===== config.mk =====
export PLATFORM = sky130hd
export DESIGN_NAME = disp_scan_ctrl
export DESIGN_NICKNAME = d
export VERILOG_FILES = /design/src/rtl/disp_pkg.sv /design/src/rtl/hex7seg.sv /design/src/rtl/disp_scan_ctrl.sv
export SDC_FILE = /design/constraint.sdc
export NUM_CORES = 1
export LEC_CHECK = 0
export BUFFER_PORTS_ARGS = -buffer_cell sky130_fd_sc_hd__clkbuf_2
export CORE_MARGIN = 5
export CORE_UTILIZATION = 52
export DETAILED_ROUTE_END_ITERATION = 8
export MAX_ROUTING_LAYER = met4
export PLACE_DENSITY = 0.77
export REMOVE_ABC_BUFFERS = 1
export SLEW_MARGIN = 20
export SYNTH_ARGS = -nofsm -noshare
export SYNTH_HDL_FRONTEND = slang
export SYNTH_SLANG_ARGS = --single-unit

===== constraint.sdc =====
create_clock -name CLK -period 3 [get_ports CLK]
set_input_delay 0.15 -clock CLK [delete_from_list [all_inputs] [get_ports CLK]]
set_output_delay 0.15 -clock CLK [all_outputs]
set_load 0.05 [all_outputs]

===== src/rtl/disp_pkg.sv =====
`default_nettype none
// ============================================================================
//  Module   : disp_pkg
//  Purpose  : Shared definitions for the multiplexed 7-segment display logic:
//             digit-scan state encoding, blank code and hex-to-segment table.
//  Revision : 1.0  initial release
// ============================================================================
package disp_pkg;

    // Digit-scan states; D1 is the leftmost digit (snap[15:12]).
    typedef enum logic [1:0] {
        D1 = 2'd0,
        D2 = 2'd1,
        D3 = 2'd2,
        D4 = 2'd3
    } state_t;

    // All segments and the decimal point off (active-low).
    localparam logic [7:0] SEG_BLANK = 8'hFF;

    // Active-low {a,b,c,d,e,f,g,dp}, indexed by hex value 0..F; dp always off.
    localparam logic [0:15][7:0] SEG_TABLE = {
        8'h03, 8'h9F, 8'h25, 8'h0D,
        8'h99, 8'h49, 8'h41, 8'h1F,
        8'h01, 8'h09, 8'h11, 8'hC1,
        8'h63, 8'h85, 8'h61, 8'h71
    };

    // Picks the nibble that a given digit position displays.
    function automatic logic [3:0] nibble_sel(input logic [15:0] val, input state_t d);
        case (d)
            D1:      return val[15:12];
            D2:      return val[11:8];
            D3:      return val[7:4];
            default: return val[3:0];
        endcase
    endfunction

endpackage
`default_nettype wire


===== src/rtl/hex7seg.sv =====
`default_nettype none
// ============================================================================
//  Module   : hex7seg
//  Purpose  : Combinational hex digit to active-low 7-segment code
//             {a,b,c,d,e,f,g,dp}; decimal point is always off.
//  Revision : 1.0  initial release
// ============================================================================
module hex7seg
    import disp_pkg::*;
(
    input  logic [3:0] i_hex,
    output logic [7:0] o_seg
);

    // Straight table lookup; the table already carries dp=1.
    assign o_seg = SEG_TABLE[i_hex];

endmodule
`default_nettype wire


===== src/rtl/disp_scan_ctrl.sv =====
`default_nettype none
// ============================================================================
//  Module   : disp_scan_ctrl
//  Purpose  : Scans a 4-digit multiplexed 7-segment display showing one of
//             four 16-bit observation sources. A snapshot is taken once per
//             frame so all four digits always belong to the same value.
//  Revision : 1.0  initial release
// ============================================================================
module disp_scan_ctrl
    import disp_pkg::*;
#(
    parameter int unsigned SCAN_DIV = 50000,
    parameter int unsigned CNT_W    = 16
) (
    input  logic        CLK,
    input  logic        Reset,
    input  logic [1:0]  sw,
    input  logic [15:0] src0,
    input  logic [15:0] src1,
    input  logic [15:0] src2,
    input  logic [15:0] src3,
    output logic [7:0]  dispcode,
    output logic        sign_1,
    output logic        sign_2,
    output logic        sign_3,
    output logic        sign_4,
    output logic        frame_start
);

    localparam logic [CNT_W-1:0] c_LAST = CNT_W'(SCAN_DIV - 1);

    state_t             r_state;
    state_t             w_state_nxt;
    logic [CNT_W-1:0]   r_cnt;
    logic [CNT_W-1:0]   w_cnt_nxt;
    logic               w_tick;
    // Set on the edge the scan wraps D4->D1; the following edge is the one
    // that presents the first digit of the new frame, so the snapshot and
    // the D1 code are both taken from the live source on that edge.
    logic               r_new_frame;
    logic               w_new_frame_nxt;
    logic [15:0]        r_snap;
    logic [15:0]        w_src_sel;
    logic [15:0]        w_disp_val;
    logic [3:0]         w_nibble;
    logic [7:0]         w_seg;
    logic [3:0]         w_sign_nxt;     // {sign_1, sign_2, sign_3, sign_4}
    logic [3:0]         r_sign;
    logic [7:0]         r_dispcode;
    logic               r_frame_start;

    // Source multiplexer driven by the switch setting.
    always_comb begin
        w_src_sel = src0;
        case (sw)
            2'b00:   w_src_sel = src0;
            2'b01:   w_src_sel = src1;
            2'b10:   w_src_sel = src2;
            default: w_src_sel = src3;
        endcase
    end

    // Divider, next digit state and next digit-enable pattern.
    always_comb begin
        w_tick          = (r_cnt == c_LAST);
        w_cnt_nxt       = w_tick ? '0 : r_cnt + 1'b1;
        w_state_nxt     = r_state;
        w_new_frame_nxt = w_tick && (r_state == D4);
        w_sign_nxt      = 4'b1111;
        if (w_tick) begin
            case (r_state)
                D1:      w_state_nxt = D2;
                D2:      w_state_nxt = D3;
                D3:      w_state_nxt = D4;
                default: w_state_nxt = D1;
            endcase
        end
        case (r_state)
            D1:      w_sign_nxt = 4'b0111;
            D2:      w_sign_nxt = 4'b1011;
            D3:      w_sign_nxt = 4'b1101;
            default: w_sign_nxt = 4'b1110;
        endcase
    end

    // The D1 digit of a fresh frame bypasses the stale snapshot.
    assign w_disp_val = r_new_frame ? w_src_sel : r_snap;
    assign w_nibble   = nibble_sel(w_disp_val, r_state);

    hex7seg u_hex7seg (
        .i_hex (w_nibble),
        .o_seg (w_seg)
    );

    // Scan state and divider registers.
    always_ff @(posedge CLK) begin
        if (Reset) begin
            r_state     <= D1;
            r_cnt       <= '0;
            r_new_frame <= 1'b0;
        end else begin
            r_state     <= w_state_nxt;
            r_cnt       <= w_cnt_nxt;
            r_new_frame <= w_new_frame_nxt;
        end
    end

    // Snapshot capture and registered display outputs.
    always_ff @(posedge CLK) begin
        if (Reset) begin
            r_snap        <= w_src_sel;
            r_sign        <= 4'b1111;
            r_dispcode    <= SEG_BLANK;
            r_frame_start <= 1'b0;
        end else begin
            if (r_new_frame) begin
                r_snap <= w_src_sel;
            end
            r_sign        <= w_sign_nxt;
            r_dispcode    <= w_seg;
            r_frame_start <= r_new_frame;
        end
    end

    assign dispcode    = r_dispcode;
    assign sign_1      = r_sign[3];
    assign sign_2      = r_sign[2];
    assign sign_3      = r_sign[1];
    assign sign_4      = r_sign[0];
    assign frame_start = r_frame_start;

endmodule
`default_nettype wire

==> results of run 1 <==
worst max path at each step:
stage / startpoint / slack (ns) / cells past startpoint / to
2_1_floorplan: r_state[0] / 0.66 / 10 / dispcode[1]
3_3_place_gp: r_state[1] / 0.41 / 11 / dispcode[4]
3_5_place_dp: r_state[0] / 0.25 / 11 / dispcode[4]
4_1_cts: r_state[0] / 0.23 / 11 / dispcode[4]
5_1_grt: r_state[0] / 0.01 / 12 / dispcode[3]
6_report: r_state[0] / 0.26 / 12 / dispcode[3]
power by group:
group / leakage (nW) / switching, mW / internal, mW / total [mW]
Clock: 0.0483 / 0.211 / 0.164 / 0.375
Combinational: 0.973 / 0.204 / 0.153 / 0.357
Sequential: 0.388 / 0.0223 / 0.676 / 0.698
sequential cells by signal, indices dropped and copies added (netlist names):
| name | flops |
|---|---|
| r_cnt | 16 |
| r_snap | 16 |
| dispcode | 7 |
| r_sign | 4 |
| r_state | 2 |
| frame_start | 1 |
| r_new_frame | 1 |
placed cells by master, fill, tap and decap left out, types with 2 or more instances in the layout:
cell type / n
a21oi_1: 3
a221o_1: 2
a222oi_1: 3
a31oi_1: 3
a32oi_2: 2
and2_1: 2
and3_1: 3
buf_4: 4
clkbuf_2: 79
clkbuf_8: 5
clkinv_2: 2
dfxtp_1: 47
ha_1: 15
inv_1: 9
mux2_2: 15
mux2i_1: 18
mux4_2: 8
nand2_1: 29
nand2b_1: 3
nand3_1: 9
nand4_1: 4
nor2_1: 30
nor2b_1: 2
nor3_1: 4
nor3b_1: 3
o21ai_0: 12
o21ai_1: 6
o22ai_1: 5
o2bb2ai_1: 2
xnor2_1: 5
xor2_1: 9
area by class of cell:
cell class	instances	area (µm²)	share of cell area (%)
clock buffer	5	68.82	2.144
multi-input combinational	211	1634	50.92
sequential	47	940.9	29.32
inverter	9	33.78	1.053
timing repair buffer	83	425.4	13.26
tap	70	87.58	2.729
clock inverter	3	18.77	0.5848
per-layer routing:
layer / track usage, % / part of all wire, %
met1: 25.08 / 46
met2: 31.73 / 47
met3: 2.928 / 6.3
met4: 7.475 / 0.79
met5: - / 0
kinds of logic (layout without fill, tap and decap cells):
family          Yosys count  after routing  synth area share [%]
compound gates           43             43                 11.01
xor+xnor                 14             14                 4.514
fa+ha+maj                15             15                 6.909
buf+inv                  28            100                 5.481
flops                    47             47                 34.64
mux                      43             43                 20.87
other cells               1              1                0.1381
simple gates             95             95                 16.44
worst max-delay path: cells and delay by family, from the launching register on:
kind,cells,cell delay (ns)
buffers and inverters,3,0.39
flip-flops,1,0.43
AO/OA/AOI/OAI,4,0.83
adder cells (fa/ha/maj),2,0.59
AND/OR/NAND/NOR,3,0.41
==> impl_metrics.py, run 1 <==
metrics = {
    "status": {
        "status": "completed",
    },
    "critical_path": {
        "crit_slowest_cell": "dfxtp_1",
        "reg2regPathDepth": 12,
        "cpPeakStageDelay_ns": 0.43,
        "worstSetupStartpointType": "register",
        "reg2reg_slack_ns": 0.26,
        "path_max_fanout": 10,
        "cp.required_ns": 3.22,
        "endpoint_kind": "register",
        "r2r-end": "dispcode[3]",
        "cp_data_arrival_time_ns": 2.96,
        "path_class": "register to register",
        "cp_common_cell": "inv_1",
        "worstPathCellList": "inv_1 > ha_1 > a222oi_1 > nor2_1 > nor3_1 > a32oi_2 > inv_1 > ha_1 > inv_1 > nor2_1 > a21oi_1 > o221ai_1",
        "timing.rr.start": "r_state[0]",
    },
    "placement": {
        "place_ws_ns": 0.2521,
        "place.gp.congestion": 0.8530,
        "hpwlAfterDp_mm": 4.667,
        "placed_cell_area_um2": 3114,
        "dp_cells": 420,
        "io_buffers": 79,
    },
    "clock_tree": {
        "clk_pin_slew_ns": 0.09,
        "h-tree-depth": 2,
        "cts_tree": "yes",
        "cts_buffer_depth": 2,
        "cts_setup_buffers": 0,
        "numCtsBuffers": 5,
        "cts_resized": 0,
        "root_buffer": "clkbuf_8",
        "hold_buffers": 0,
        "clkLatencyLatePin_ns": 0.30,
        "clock-sinks": 47,
    },
    "finish": {
        "drive_above_1_share_pct": 33.52,
        "nets": 440,
        "fillCellCount": 432,
        "antenna_cells": 0,
        "stdcell_area_um2": 3209,
        "instances_no_fill": 428,
        "utilization_pct": 63.24,
        "syn2layout_area_growth_pct": 18.15,
    },
    "timing": {
        "finalCriticalPeriod_ns": 2.738,
        "tns_ns": 0,
        "worst_pin_slew_ns": 0.6405,
        "finalHoldViolCount": 0,
        "max_freq_mhz": 365.2,
        "slew_viol_final": 0,
        "worst_hold_slack_ns": 0.1976,
        "post-route-period-util_pct": 91.27,
        "setup_viol": 0,
        "max_slew_margin_pct": 57.30,
        "fin_skew_ns": 0.005506,
        "setup_ws_ns": 0.2620,
        "grt_setup_unrepaired": "no",
    },
    "detailed_routing": {
        "num_vias": 2293,
        "routed_via_density": 5.357,
        "routed_wl_mm": 5.827,
        "ant_nets": 0,
        "wl_per_cell_um": 13.61,
        "post-route-drc-count": 0,
        "firstDrtPassIters": 4,
        "first_iter_violations": 131,
    },
    "synthesis": {
        "synth_cell_types": 48,
        "synth.top_cell.area_share_pct": 34.64,
        "yosys-top-cells-count": "47 x dfxtp_1, 30 x nor2_1, 29 x nand2_1, 18 x mux2i_1",
        "yosysMostFrequentCell": "dfxtp_1",
        "syn_avg_cell_area_um2": 9.498,
        "yosys_warnings": 0,
        "synth-edff-count": 0,
        "yosysSeqAreaShare_pct": 34.64,
        "synthFlopType": "dfxtp_1",
        "synth_area_um2": 2716,
        "async_flop_share_pct": 0,
        "ys_ff_latch": 47,
        "syn_inst": 286,
        "synth_top_area_cell": "dfxtp_1",
        "synth_area_leaders": "dfxtp_1 35%, ha_1 6.9%, mux2i_1 6.6%",
    },
    "global_routing": {
        "grt_max_degree": 24,
        "grt_pass1_vias": 2281,
        "grt_pass1_wl_mm": 10.22,
        "overflow": 0,
        "grt_use_total_pct": 19.75,
        "antenna_found_initial": 0,
    },
    "floorplan": {
        "ios": 81,
        "die_h_um": 82.28,
        "core_um2": 5075,
        "die_w_um": 82.28,
        "die-area_um2": 6769,
        "start_util_pct": 53.53,
        "rows": 26,
    },
    "power": {
        "power.density_nw_per_um2": 445.6,
        "p_total_mw": 1.430,
        "power.leakage_nw": 1.410,
        "max-vdd-ir-drop_mv": 0.2449,
    },
    "hold_path": {
        "hold_path_depth": 2,
        "whs_endpoint": "frame_start",
        "worstHoldStart": "Reset",
        "hold_path_class": "input port to register",
    },
    "run": {
        "max_cap_viol_count": 0,
    },
}
(Power assumes the default switching activity.)
==> run 2: changes to the inputs <==
--- a/config.mk
+++ b/config.mk
@@ -5,10 +5,12 @@
 export SDC_FILE = /design/constraint.sdc
 export NUM_CORES = 1
 export LEC_CHECK = 0
+export ABC_AREA = 1
 export BUFFER_PORTS_ARGS = -buffer_cell sky130_fd_sc_hd__clkbuf_2
 export CORE_MARGIN = 5
 export CORE_UTILIZATION = 52
 export DETAILED_ROUTE_END_ITERATION = 8
+export HOLD_SLACK_MARGIN = 0.02
 export MAX_ROUTING_LAYER = met4
 export PLACE_DENSITY = 0.77
 export REMOVE_ABC_BUFFERS = 1
==> run 2 against run 1 <==
Effect of this change: wire length grew 18%; first-iteration DRC count shrank 4.6%; cell count grew 32%; combinational power shrank 5.9%; worst hold slack lost 0.042 ns; synthesized area grew 3.7%; maximum frequency grew 28%.
==> impl_metrics.py, run 2 <==
metrics = {
    "timing": {
        "worst_pin_slew_ns": 0.5993,
        "setup_viol": 0,
        "finalHoldViolCount": 0,
        "tns_ns": 0,
        "grt_setup_unrepaired": "no",
        "max_slew_margin_pct": 60.00,
        "max_freq_mhz": 467.4,
        "finalCriticalPeriod_ns": 2.139,
        "slew_viol_final": 0,
        "setup_ws_ns": 0.8605,
        "fin_skew_ns": 0.009055,
        "post-route-period-util_pct": 71.32,
    },
    "critical_path": {
        "path_max_fanout": 23,
        "cp_data_arrival_time_ns": 2.31,
        "worstSetupStartpointType": "input port",
        "critical_path.startpoint": "sw[0]",
        "timing.rr.start": "r_state[0]",
        "reg2reg_slack_ns": 0.89,
        "cp.required_ns": 3.17,
        "path_class": "input port to register",
        "endpoint_kind": "register",
    },
    "hold_path": {
        "hold_path_class": "input port to register",
        "worstHoldStart": "src3[3]",
    },
    "global_routing": {
        "overflow": 0,
        "grt_use_total_pct": 20.39,
        "grt_pass1_vias": 2939,
        "grt_pass1_wl_mm": 11.84,
        "grt_max_degree": 24,
        "antenna_found_initial": 0,
    },
    "finish": {
        "final_cell_mix": "122 x nand2_1, 79 x clkbuf_2, 51 x nand3_1",
        "syn2layout_area_growth_pct": 17.86,
        "stdcell_area_um2": 3319,
        "antenna_cells": 0,
        "fillCellCount": 482,
        "final_common_cell": "nand2_1",
        "nets": 577,
        "drive_above_1_share_pct": 21.41,
    },
    "synthesis": {
        "synth_area_leaders": "dfxtp_1 33%, nand2_1 16%, nand3_1 9.1%",
        "synth_top_area_cell": "dfxtp_1",
        "yosys-top-cells-count": "122 x nand2_1, 51 x nand3_1, 47 x dfxtp_1, 28 x inv_1, 26 x a21oi_1",
        "ys_ff_latch": 47,
        "synth_area_um2": 2816,
        "syn_inst": 422,
        "yosys_warnings": 0,
        "yosysSeqAreaShare_pct": 33.41,
        "yosysMostFrequentCell": "nand2_1",
        "async_flop_share_pct": 0,
        "synthFlopType": "dfxtp_1",
        "syn_avg_cell_area_um2": 6.674,
        "synth.top_cell.area_share_pct": 33.41,
        "synth_cell_types": 34,
        "synth-edff-count": 0,
    },
    "placement": {
        "place_ws_ns": 0.5872,
        "placed_cell_area_um2": 3231,
        "place.gp.congestion": 0.9493,
        "io_buffers": 79,
        "hpwlAfterDp_mm": 5.364,
    },
    "detailed_routing": {
        "firstDrtPassIters": 5,
        "first_iter_violations": 125,
        "routed_via_density": 5.214,
        "ant_nets": 0,
        "wl_per_cell_um": 12.15,
        "routed_wl_mm": 6.863,
        "num_vias": 2946,
        "post-route-drc-count": 0,
    },
    "power": {
        "p_total_mw": 1.400,
        "power.leakage_nw": 1.532,
        "max-vdd-ir-drop_mv": 0.2551,
        "power.density_nw_per_um2": 421.8,
    },
    "clock_tree": {
        "h-tree-depth": 2,
        "cts_buffer_depth": 2,
        "hold_buffers": 0,
        "root_buffer": "clkbuf_8",
        "clock-sinks": 47,
        "clk_pin_slew_ns": 0.09,
        "numCtsBuffers": 5,
        "cts_resized": 0,
        "cts_tree": "yes",
        "clkLatencyLatePin_ns": 0.31,
        "cts_setup_buffers": 0,
    },
    "floorplan": {
        "start_util_pct": 54.45,
        "rows": 26,
        "die-area_um2": 6988,
        "die_w_um": 83.60,
        "core_um2": 5172,
        "die_h_um": 83.60,
        "ios": 81,
    },
    "status": {
        "status": "completed",
    },
    "run": {
        "max_cap_viol_count": 0,
    },
}
[run 2: worst paths after layout]
kind                 endpoint  depth (start not counted)
hold reg to reg      r_cnt[0]                          1
setup reg to reg  dispcode[2]                         11
setup / recovery  dispcode[4]                         16
hold / removal      r_snap[3]                          3
[run 2: worst max-delay path, stage by stage]
cell and delay, ns:
clkbuf_2 0.35, inv_2 0.06, nor2_2 0.40, nand2_1 0.11, nand3_1 0.13, nand3_1 0.10, nand2_1 0.09, nand2_1 0.05
nand3_1 0.09, nand2_1 0.15, ha_1 0.32, inv_1 0.04, nand3_1 0.09, nand2_1 0.06, nand2_1 0.05, nand3_1 0.06
[run 2: through the flow]
stage | hold slack (ns) | utilization (%) | cells
floorplan | 0.2224 | - | 405
global placement | 0.4338 | 62.46 | 557
detailed placement | 0.4459 | 62.46 | 557
CTS | 0.1495 | 64.18 | 565
global route | 0.1623 | 64.18 | 565
finish | 0.1557 | 64.18 | 565
[run 2: per-layer routing]
| layer | global-route usage (%) | wire [µm] | share of wire, % |
|---|---|---|---|
| met1 | 21.41 | 2852 | 42 |
| met2 | 36.73 | 3596 | 52 |
| met3 | 4.738 | 232 | 3.4 |
| met4 | 8.041 | 182 | 2.7 |
| met5 | - | 0 | 0 |
[run 2: cells by family (layout without fill, tap and decap cells)]
logic type,Yosys count,after routing,synth area share (%)
other,1,1,0.1331
AO/OA/AOI/OAI,77,77,15.02
multiplexers,1,1,0.3554
adder cells (fa/ha/maj),15,15,6.664
AND/OR/NAND/NOR,231,231,36.78
buffers and inverters,50,123,7.640
flip-flops,47,47,33.41
[run 2: cell type report]
type                            instances  area [µm²]  share of cell area, %
Clock inverter                          3       20.02                 0.6031
Inverter                               33       123.9                  3.732
Clock buffer                            5       68.82                  2.073
Multi-Input combinational cell        325        1660                  50.02
Sequential cell                        47       940.9                  28.35
Tap cell                               70       87.58                  2.639
Timing Repair Buffer                   82       417.9                  12.59
[run 2: report_power, final]
part,switching [mW],internal [mW]
registers,0.0123,0.668
logic,0.216,0.120
clock network,0.221,0.162
total,0.449,0.951
